===== src/rtl/sum_nk_accum_if.sv =====
// Handshake and operand bus for sum_nk_accum.
// The requester (master) drives start/nums; the summer (slave) returns busy/done/sum.
interface sum_nk_accum_if #(
    parameter int N = 40,
    parameter int W = 5
);
    localparam int OW = W + $clog2(N);

    logic            start;
    logic [N*W-1:0]  nums;
    logic            busy;
    logic            done;
    logic [OW-1:0]   sum;

    modport master (output start, output nums, input busy, input done, input sum);
    modport slave  (input start, input nums, output busy, output done, output sum);
endinterface


===== src/rtl/sum_nk_accum.sv =====
// sum_nk_accum: multi-cycle summer of N W-bit operands using LANES adders.
// Operands are captured on accept, streamed LANES at a time into lane
// accumulators, then the lanes are folded pairwise into acc[0].
// Optional macro SUM_SIGNED_EN: operands treated as two's complement.
module sum_nk_accum #(
    parameter int N     = 40,
    parameter int W     = 5,
    parameter int LANES = 6
) (
    input  logic             clk,
    input  logic             rst,
    sum_nk_accum_if.slave    bus
);
    localparam int OW = W + $clog2(N);
    localparam int C1 = (N + LANES - 1) / LANES;   // accumulate cycles
    localparam int R  = $clog2(LANES);             // reduce cycles
    localparam int L  = C1 + R;                    // accept-to-completion edges
    localparam int CW = $clog2(L + 1);
    localparam int NP = C1 * LANES;                // operand slots incl. zero padding
    localparam int RM = (R > 0) ? R : 1;

    typedef enum logic [1:0] {IDLE, ACCUM, REDUCE} state_t;

    state_t          state_q;
    logic [CW-1:0]   cnt_q;
    logic            busy_q;
    logic            done_q;
    logic [OW-1:0]   sum_q;
    logic [W-1:0]    cap_q     [NP];
    logic [OW-1:0]   acc_q     [LANES];
    logic [OW-1:0]   acc_d     [LANES];

    logic [W-1:0]    nums_pad  [NP];
    logic [W-1:0]    cap_shift [NP];
    logic [OW-1:0]   ext       [LANES];
    logic [OW-1:0]   pair_w    [LANES][RM];

    logic            last_step;

    assign bus.busy  = busy_q;
    assign bus.done  = done_q;
    assign bus.sum   = sum_q;
    assign last_step = (cnt_q == CW'(L - 1));

    genvar gi, gs;
    generate
        // Padded capture image and the shift-down-by-LANES view of the capture register.
        for (gi = 0; gi < NP; gi++) begin : g_slot
            if (gi < N) begin : g_real
                assign nums_pad[gi] = bus.nums[gi*W +: W];
            end else begin : g_pad
                assign nums_pad[gi] = '0;
            end
            if (gi + LANES < NP) begin : g_sh
                assign cap_shift[gi] = cap_q[gi + LANES];
            end else begin : g_sh0
                assign cap_shift[gi] = '0;
            end
        end

        for (gi = 0; gi < LANES; gi++) begin : g_lane
            // Lane i always consumes the head slot i of the shifting capture register.
`ifdef SUM_SIGNED_EN
            assign ext[gi] = {{(OW-W){cap_q[gi][W-1]}}, cap_q[gi]};
`else
            assign ext[gi] = {{(OW-W){1'b0}}, cap_q[gi]};
`endif
            // Partner value for each reduce step; zero where lane gi is not a receiver.
            for (gs = 0; gs < RM; gs++) begin : g_red
                if ((R > 0) && (gi % (2 ** (gs + 1)) == 0) && (gi + 2 ** gs < LANES)) begin : g_pair
                    assign pair_w[gi][gs] = acc_q[gi + 2 ** gs];
                end else begin : g_nopair
                    assign pair_w[gi][gs] = '0;
                end
            end
        end
    endgenerate

    // Next lane accumulator values for the current accumulate or reduce step.
    always_comb begin
        for (int j = 0; j < LANES; j++) begin
            acc_d[j] = acc_q[j];
            if (state_q == ACCUM) begin
                acc_d[j] = acc_q[j] + ext[j];
            end else if (state_q == REDUCE) begin
                for (int s = 0; s < RM; s++) begin
                    if (cnt_q == CW'(C1 + s)) begin
                        acc_d[j] = acc_q[j] + pair_w[j][s];
                    end
                end
            end
        end
    end

    // Control FSM with registered handshake outputs and datapath registers.
    always_ff @(posedge clk) begin
        if (rst) begin
            state_q <= IDLE;
            cnt_q   <= '0;
            busy_q  <= 1'b0;
            done_q  <= 1'b0;
            sum_q   <= '0;
            for (int k = 0; k < NP; k++) cap_q[k] <= '0;
            for (int j = 0; j < LANES; j++) acc_q[j] <= '0;
        end else begin
            done_q <= 1'b0;
            case (state_q)
                IDLE: begin
                    if (bus.start) begin
                        for (int k = 0; k < NP; k++) cap_q[k] <= nums_pad[k];
                        for (int j = 0; j < LANES; j++) acc_q[j] <= '0;
                        cnt_q   <= '0;
                        busy_q  <= 1'b1;
                        state_q <= ACCUM;
                    end
                end
                ACCUM: begin
                    for (int j = 0; j < LANES; j++) acc_q[j] <= acc_d[j];
                    for (int k = 0; k < NP; k++) cap_q[k] <= cap_shift[k];
                    cnt_q <= cnt_q + 1'b1;
                    if (last_step) begin
                        sum_q   <= acc_d[0];
                        done_q  <= 1'b1;
                        busy_q  <= 1'b0;
                        state_q <= IDLE;
                    end else if (cnt_q == CW'(C1 - 1)) begin
                        state_q <= REDUCE;
                    end
                end
                REDUCE: begin
                    for (int j = 0; j < LANES; j++) acc_q[j] <= acc_d[j];
                    cnt_q <= cnt_q + 1'b1;
                    if (last_step) begin
                        sum_q   <= acc_d[0];
                        done_q  <= 1'b1;
                        busy_q  <= 1'b0;
                        state_q <= IDLE;
                    end
                end
                default: state_q <= IDLE;
            endcase
        end
    end
endmodule


===== src/flat_wrapper.sv =====
// flat-port wrapper written by rule: the top's interface ports become plain ports
module sum_nk_accum_flat 
#(
    parameter int N     = 40,
    parameter int W     = 5,
    parameter int LANES = 6
)
  (clk, rst, bus_start, bus_nums, bus_busy, bus_done, bus_sum);
  sum_nk_accum_if #(.N(N), .W(W)) bus_i ();
  input  logic clk;
  input  logic rst;
  input wire logic [$bits(bus_i.start)-1:0] bus_start;
  input wire logic [$bits(bus_i.nums)-1:0] bus_nums;
  output wire logic [$bits(bus_i.busy)-1:0] bus_busy;
  output wire logic [$bits(bus_i.done)-1:0] bus_done;
  output wire logic [$bits(bus_i.sum)-1:0] bus_sum;
  assign bus_i.start = bus_start;
  assign bus_i.nums = bus_nums;
  assign bus_busy = bus_i.busy;
  assign bus_done = bus_i.done;
  assign bus_sum = bus_i.sum;
  sum_nk_accum #(.N(N), .W(W), .LANES(LANES)) u_core (.clk(clk), .rst(rst), .bus(bus_i));
endmodule

===== config.mk =====
export PLATFORM = sky130hd
export DESIGN_NAME = sum_nk_accum_flat
export DESIGN_NICKNAME = d
export VERILOG_FILES = /design/src/rtl/sum_nk_accum_if.sv /design/src/rtl/sum_nk_accum.sv /design/src/flat_wrapper.sv
export SDC_FILE = /design/constraint.sdc
export NUM_CORES = 1
export LEC_CHECK = 0
export CAP_MARGIN = 10
export CORE_MARGIN = 3
export CORE_UTILIZATION = 45
export DETAILED_ROUTE_END_ITERATION = 12
export PLACE_DENSITY_LB_ADDON = 0.25
export SLEW_MARGIN = 20
export SYNTH_ARGS = -nofsm -noshare
export SYNTH_HDL_FRONTEND = slang
export SYNTH_SLANG_ARGS = --single-unit

===== constraint.sdc =====
create_clock -name clk -period 18.1 [get_ports clk]
set_clock_uncertainty 0.2 [all_clocks]
set_input_delay 3.62 -clock clk [delete_from_list [all_inputs] [get_ports clk]]
set_output_delay 3.62 -clock clk [all_outputs]
set_load 0.01 [all_outputs]

; ---- After elaboration in Yosys (flattened, before gate mapping)
; Memories as Yosys holds them, arrays and structs flattened.
; Cells that the tools add are included.
[classes]
multipliers = 0
n_shift = 0
mux = 143
magnitude_cmp = 0
reduce_logical = 8
bitwise_logic = 103
eq_ne = 10
n_addsub = 12
div_mod_pow = 0
[ops]
columns = cell, n
row1 = $mux 5, 84
row2 = $mux 11, 36
row3 = $or 1x1->1, 102
row4 = $add 11x5->11, 6
row5 = $add 11x11->11, 5
row6 = $mux 1, 15
row7 = $eq 4x3->1 const B, 2
row8 = $eq 4x4->1 const B, 2
row9 = $mux 2, 4
row10 = $pmux 4 s2, 1
row11 = $pmux 2 s3, 1
row12 = $reduce_and 3->1, 2
row13 = $add 4x1->4 const B, 1
row14 = $mux 4, 1
row15 = $ne 2x1->1 const B, 2
row16 = $reduce_and 2->1, 2
row17 = $reduce_or 2->1, 2
row18 = $ne 3x2->1 const B, 1
row19 = $eq 2x1->1 const B, 1
row20 = $eq 2x2->1 const B, 1
row21 = $logic_not 2->1, 1
row22 = $ne 2x2->1 const B, 1
row23 = $pmux 1 s2, 1
row24 = $reduce_bool 2->1, 1
row25 = $not 1->1, 1
[word_totals]
ramBits = 276
ff_bits = 19
latch_bits = 0
out_inout_bits = 13
mem_count = 2
rom_bits = 0
[mem_list]
columns = memory, words, width, read_ports, rd_clocked_by_memory_dff, write_ports, line
row1 = u_core.cap_q, 42, 5, 42, 0, 42, sum_nk_accum.sv:29  ; logic [W-1:0] cap_q [NP];
row2 = u_core.acc_q, 6, 11, 6, 0, 6, sum_nk_accum.sv:30  ; logic [OW-1:0] acc_q [LANES];

; ---- Depth between registers and ports, before layout
; An unclocked memory read counts as a cell.
[logic_depth]
ltp_word = 9
ltp_mapped = 10
ltp_nobuf = 9

; ---- Least setup slack after synthesis
; No wires, ideal clock.
[synth_path]
path_kind = in2reg
from = input rst
to = memory u_core.cap_q[0][0], enable pin
arrival_time_ns = 7.469
path_stages = 4
required_ns = 16.332
setup_slack_ns = 8.863
setup_time_ns = 1.568
path_cell_list = buf_2 -> nor2_1 -> clkbuf_1 -> nand2_1
[synth_rtl]
columns = element, line
row1 = "start, declared", flat_wrapper.sv:11  ; input logic rst;
row2 = "end, declared", sum_nk_accum.sv:29

==> out/qor.yml <==
postSynthAreaPerCell_um2: 9.53
tightest_slew_ns: 1.02
fin_crit_ns: 7.04
path_cells: "clkdlybuf4s50_1 > buf_4 > nor2_2 > buf_4 > nand2_4 > buf_4 > buf_4"
yosys_warnings: 0
htree_num_levels: 1
drive_gt1_share_pct: 3.61
stdcell_count: 2473
hold_end: "u_core.bus.sum[5]"
cts_num_sinks: 285
post_drt_wl_per_cell_um: 18.0
synth_xor_area_share_pct: 3.46
antenna_found_initial: 10
hold_class: "flip-flop to flip-flop"
critPathLaunchType: "input pin"
ys_seq_elements: 285
switching_share_pct: 33.3
r2r_cells: 8
rsz0062_at_grt: "false"
post_cts_resized: 0
die_h_um: 200
max-slew-margin-rel_pct: 31.7
drc_errors: 0
grt_pass1_vias: 13300
status: "complete, no violations"
wl_mm: 44.4
clock_path_buffers: 3
netlist_area_mm2: 0.0170
grt_pass1_wl_mm: 69.9
worst-setup-path-type: "input pin to flip-flop"
top_layer: "met5"
synthAdderAreaFrac_pct: 7.79
worstSkewPairLatency_ns: 0.58
cts_tree: "yes"
start_util_pct: 46.0
rrSetupSlack_ns: 13.32
p_leak_nw: 7.97
fillCellCount: 3196
vdd.ir_drop.worst_v: 0.0000759
cp_common_cell: "buf_4"
max_freq_ghz: 0.142
vias_per_cell: 5.62
muxShareOfSynthArea_pct: 1.50
wl_met3_mm: 3.72
fin_crit_sh_pct: 38.9
hold_viol_final: 0
final-setup-viol-count: 0
min_from: "u_core.bus.sum[5]"
grt_max_degree: 115
worst-path-max-fanout: 82
wl_met1_mm: 18.6
drtPass1Iterations: 5
cap_violations: 0
rr_startpoint: "u_core.state_q[1]"
crit_required_ns: 18.09
p_per_area_mw_per_mm2: 108
pwr-share-clk_pct: 27.0
p_int_mw: 1.47
seq_power_share_pct: 44.7
power_switching_mw: 0.733
syn2layout_area_growth_pct: 20.4
synth_top_family_by_area: "simple AND/OR/NAND/NOR gates"
whs_path_depth: 2
drtIter0Drc: 1053
pwr-share-comb_pct: 28.3
cp.arrival_ns: 7.03
final.setup.tns_ns: 0
reg2reg_to: "u_core.cap_q[0][5]"
yosys.area_share.simple_pct: 18.0
gp_congestion: 0.904
placed_cells: 2416
slew_viol_final: 0
netlist_instances: 1780
cts-root-buf: "clkbuf_16"
ant_nets: 0
fp.dieW_um: 200
synthFlopType: "edfxtp_1"
vias: 13900
synthDistinctLibCells: 69
num_rows: 70
io_buffers: 215
grt_overflow_total: 0
track_usage_pct: 21.2
post_cts_buffers: 0
floorplan.die_area_mm2: 0.0400
crit_path_end_kind: "flip-flop"
core_region_area_mm2: 0.0369
synth-edff-count: 266
crit_slowest_cell: "buf_4"
dr_wl_met2_mm: 20.8
io_pins: 216
critPathMaxStageDelay_ns: 0.89
dp_hpwl_mm: 30.8
cts.clk_slew.worst_paths_ns: 0.06
synthArstFlopShare_pct: 0
synth_compound_area_share_pct: 16.7
cts_buffers: 31
hold_buffers: 0
num-nets-final: 2247
syn-num-nets: 2082
seq_area_frac_synth_pct: 49.3
kinds of logic after synthesis:
group / count (synthesis)
AO/OA/AOI/OAI: 471
XOR/XNOR: 67
adder cells (fa/ha/maj): 99
buffers and inverters: 128
flip-flops: 285
multiplexers: 25
AND/OR/NAND/NOR: 705
cell usage after synthesis (6+ instances only):
cell type  instances  area, um2
a211oi_1          23        173
a21o_1            21        158
a21oi_1          252       1260
a22o_1             6       52.6
a31oi_1           11       68.8
and2_1            34        213
and3_1            12       75.1
buf_2             25        125
clkbuf_1          65        244
dfxtp_1           19        380
edfxtp_1         266       7990
fa_1              11        220
ha_1              88       1100
inv_1             32        120
mux2i_1           22        220
nand2_1          424       1590
nand3_1           28        140
nand3b_1           8       60.1
nand4_1           14       87.6
nor2_1           111        417
nor2b_1           11       68.8
nor3_1            23        115
o211ai_1          15        113
o21a_1            13       97.6
o21ai_0           51        255
o21bai_1          12       90.1
o22ai_1           10       62.6
or3_1             14       87.6
xnor2_1           36        315
xor2_1            31        272
flip-flops by register name, indices dropped and copies added (netlist names):
name             flops
u_core.bus.busy      1
u_core.cap_q       200
u_core.state_q       2
u_core.bus.sum      11
u_core.bus.done      1
u_core.acc_q        66
u_core.cnt_q         4
layout by cell type, fill, tap and decap left out, types with 27 or more instances in the layout:
master             n
a21oi_1          252
clkdlybuf4s50_1  215
clkbuf_16         31
edfxtp_1         266
xnor2_1           36
inv_1             32
ha_1              87
nor2_1           109
xor2_1            31
and2_1            34
nand2_1          422
o21ai_0           51
nand3_1           27
worst max-delay path: cells and delay by family:
kind	cells	cell delay, ns
buf+inv	5	2.73
simple gates	2	0.52
power groups by stage:
stage,logic [mW],clock network (mW),registers [mW]
floorplan,0.454,0,0.971
global placement,0.598,0,0.993
detailed placement,0.617,0,0.997
CTS,0.621,0.602,0.984
global route,0.698,0.630,0.997
finish,0.624,0.594,0.985
per-stage QoR:
stage	worst slack (ns)	util, %	hold WS (ns)	area (um2)	power [mW]
floorplan	8.86	-	0.276	17000	1.43
detailed placement	10.47	52.8	0.244	19500	1.61
global route	10.81	55.4	0.287	20400	2.33
finish	11.06	55.4	0.250	20400	2.20
global placement	10.46	52.8	0.241	19500	1.59
CTS	11.07	55.3	0.252	20400	2.21
layout make-up:
cell class              count  area [um2]  share of cell area, %
flip-flops and latches    285        8370                   41.0
multi-input cells        1367        8120                   39.7
inverters                  32         120                  0.588
clock buffers              41         813                   3.98
well taps                 504         631                   3.09
repair buffers            228        2250                   11.0
diodes                      2        5.00                 0.0245
clock inverters            14         111                  0.545
per-layer routing:
layer / GRT usage, % / up-vias
met4: 6.17 / 18
li1: - / 6769
met3: 5.62 / 97
met2: 35.0 / 469
met1: 27.6 / 6538
met5: 0 / -
worst max-delay path by stage:
stage	start	slack (ns)	to
after CTS	rst	11.07	u_core.cap_q[0][100]
after global routing	rst	10.81	u_core.cap_q[0][102]
after floorplan	rst	8.86	u_core.cap_q[0][0]
final	rst	11.06	u_core.cap_q[0][5]
after detailed placement	rst	10.47	u_core.cap_q[0][10]
after global placement	rst	10.46	u_core.cap_q[0][10]
Power figures use the tool's default switching activity.
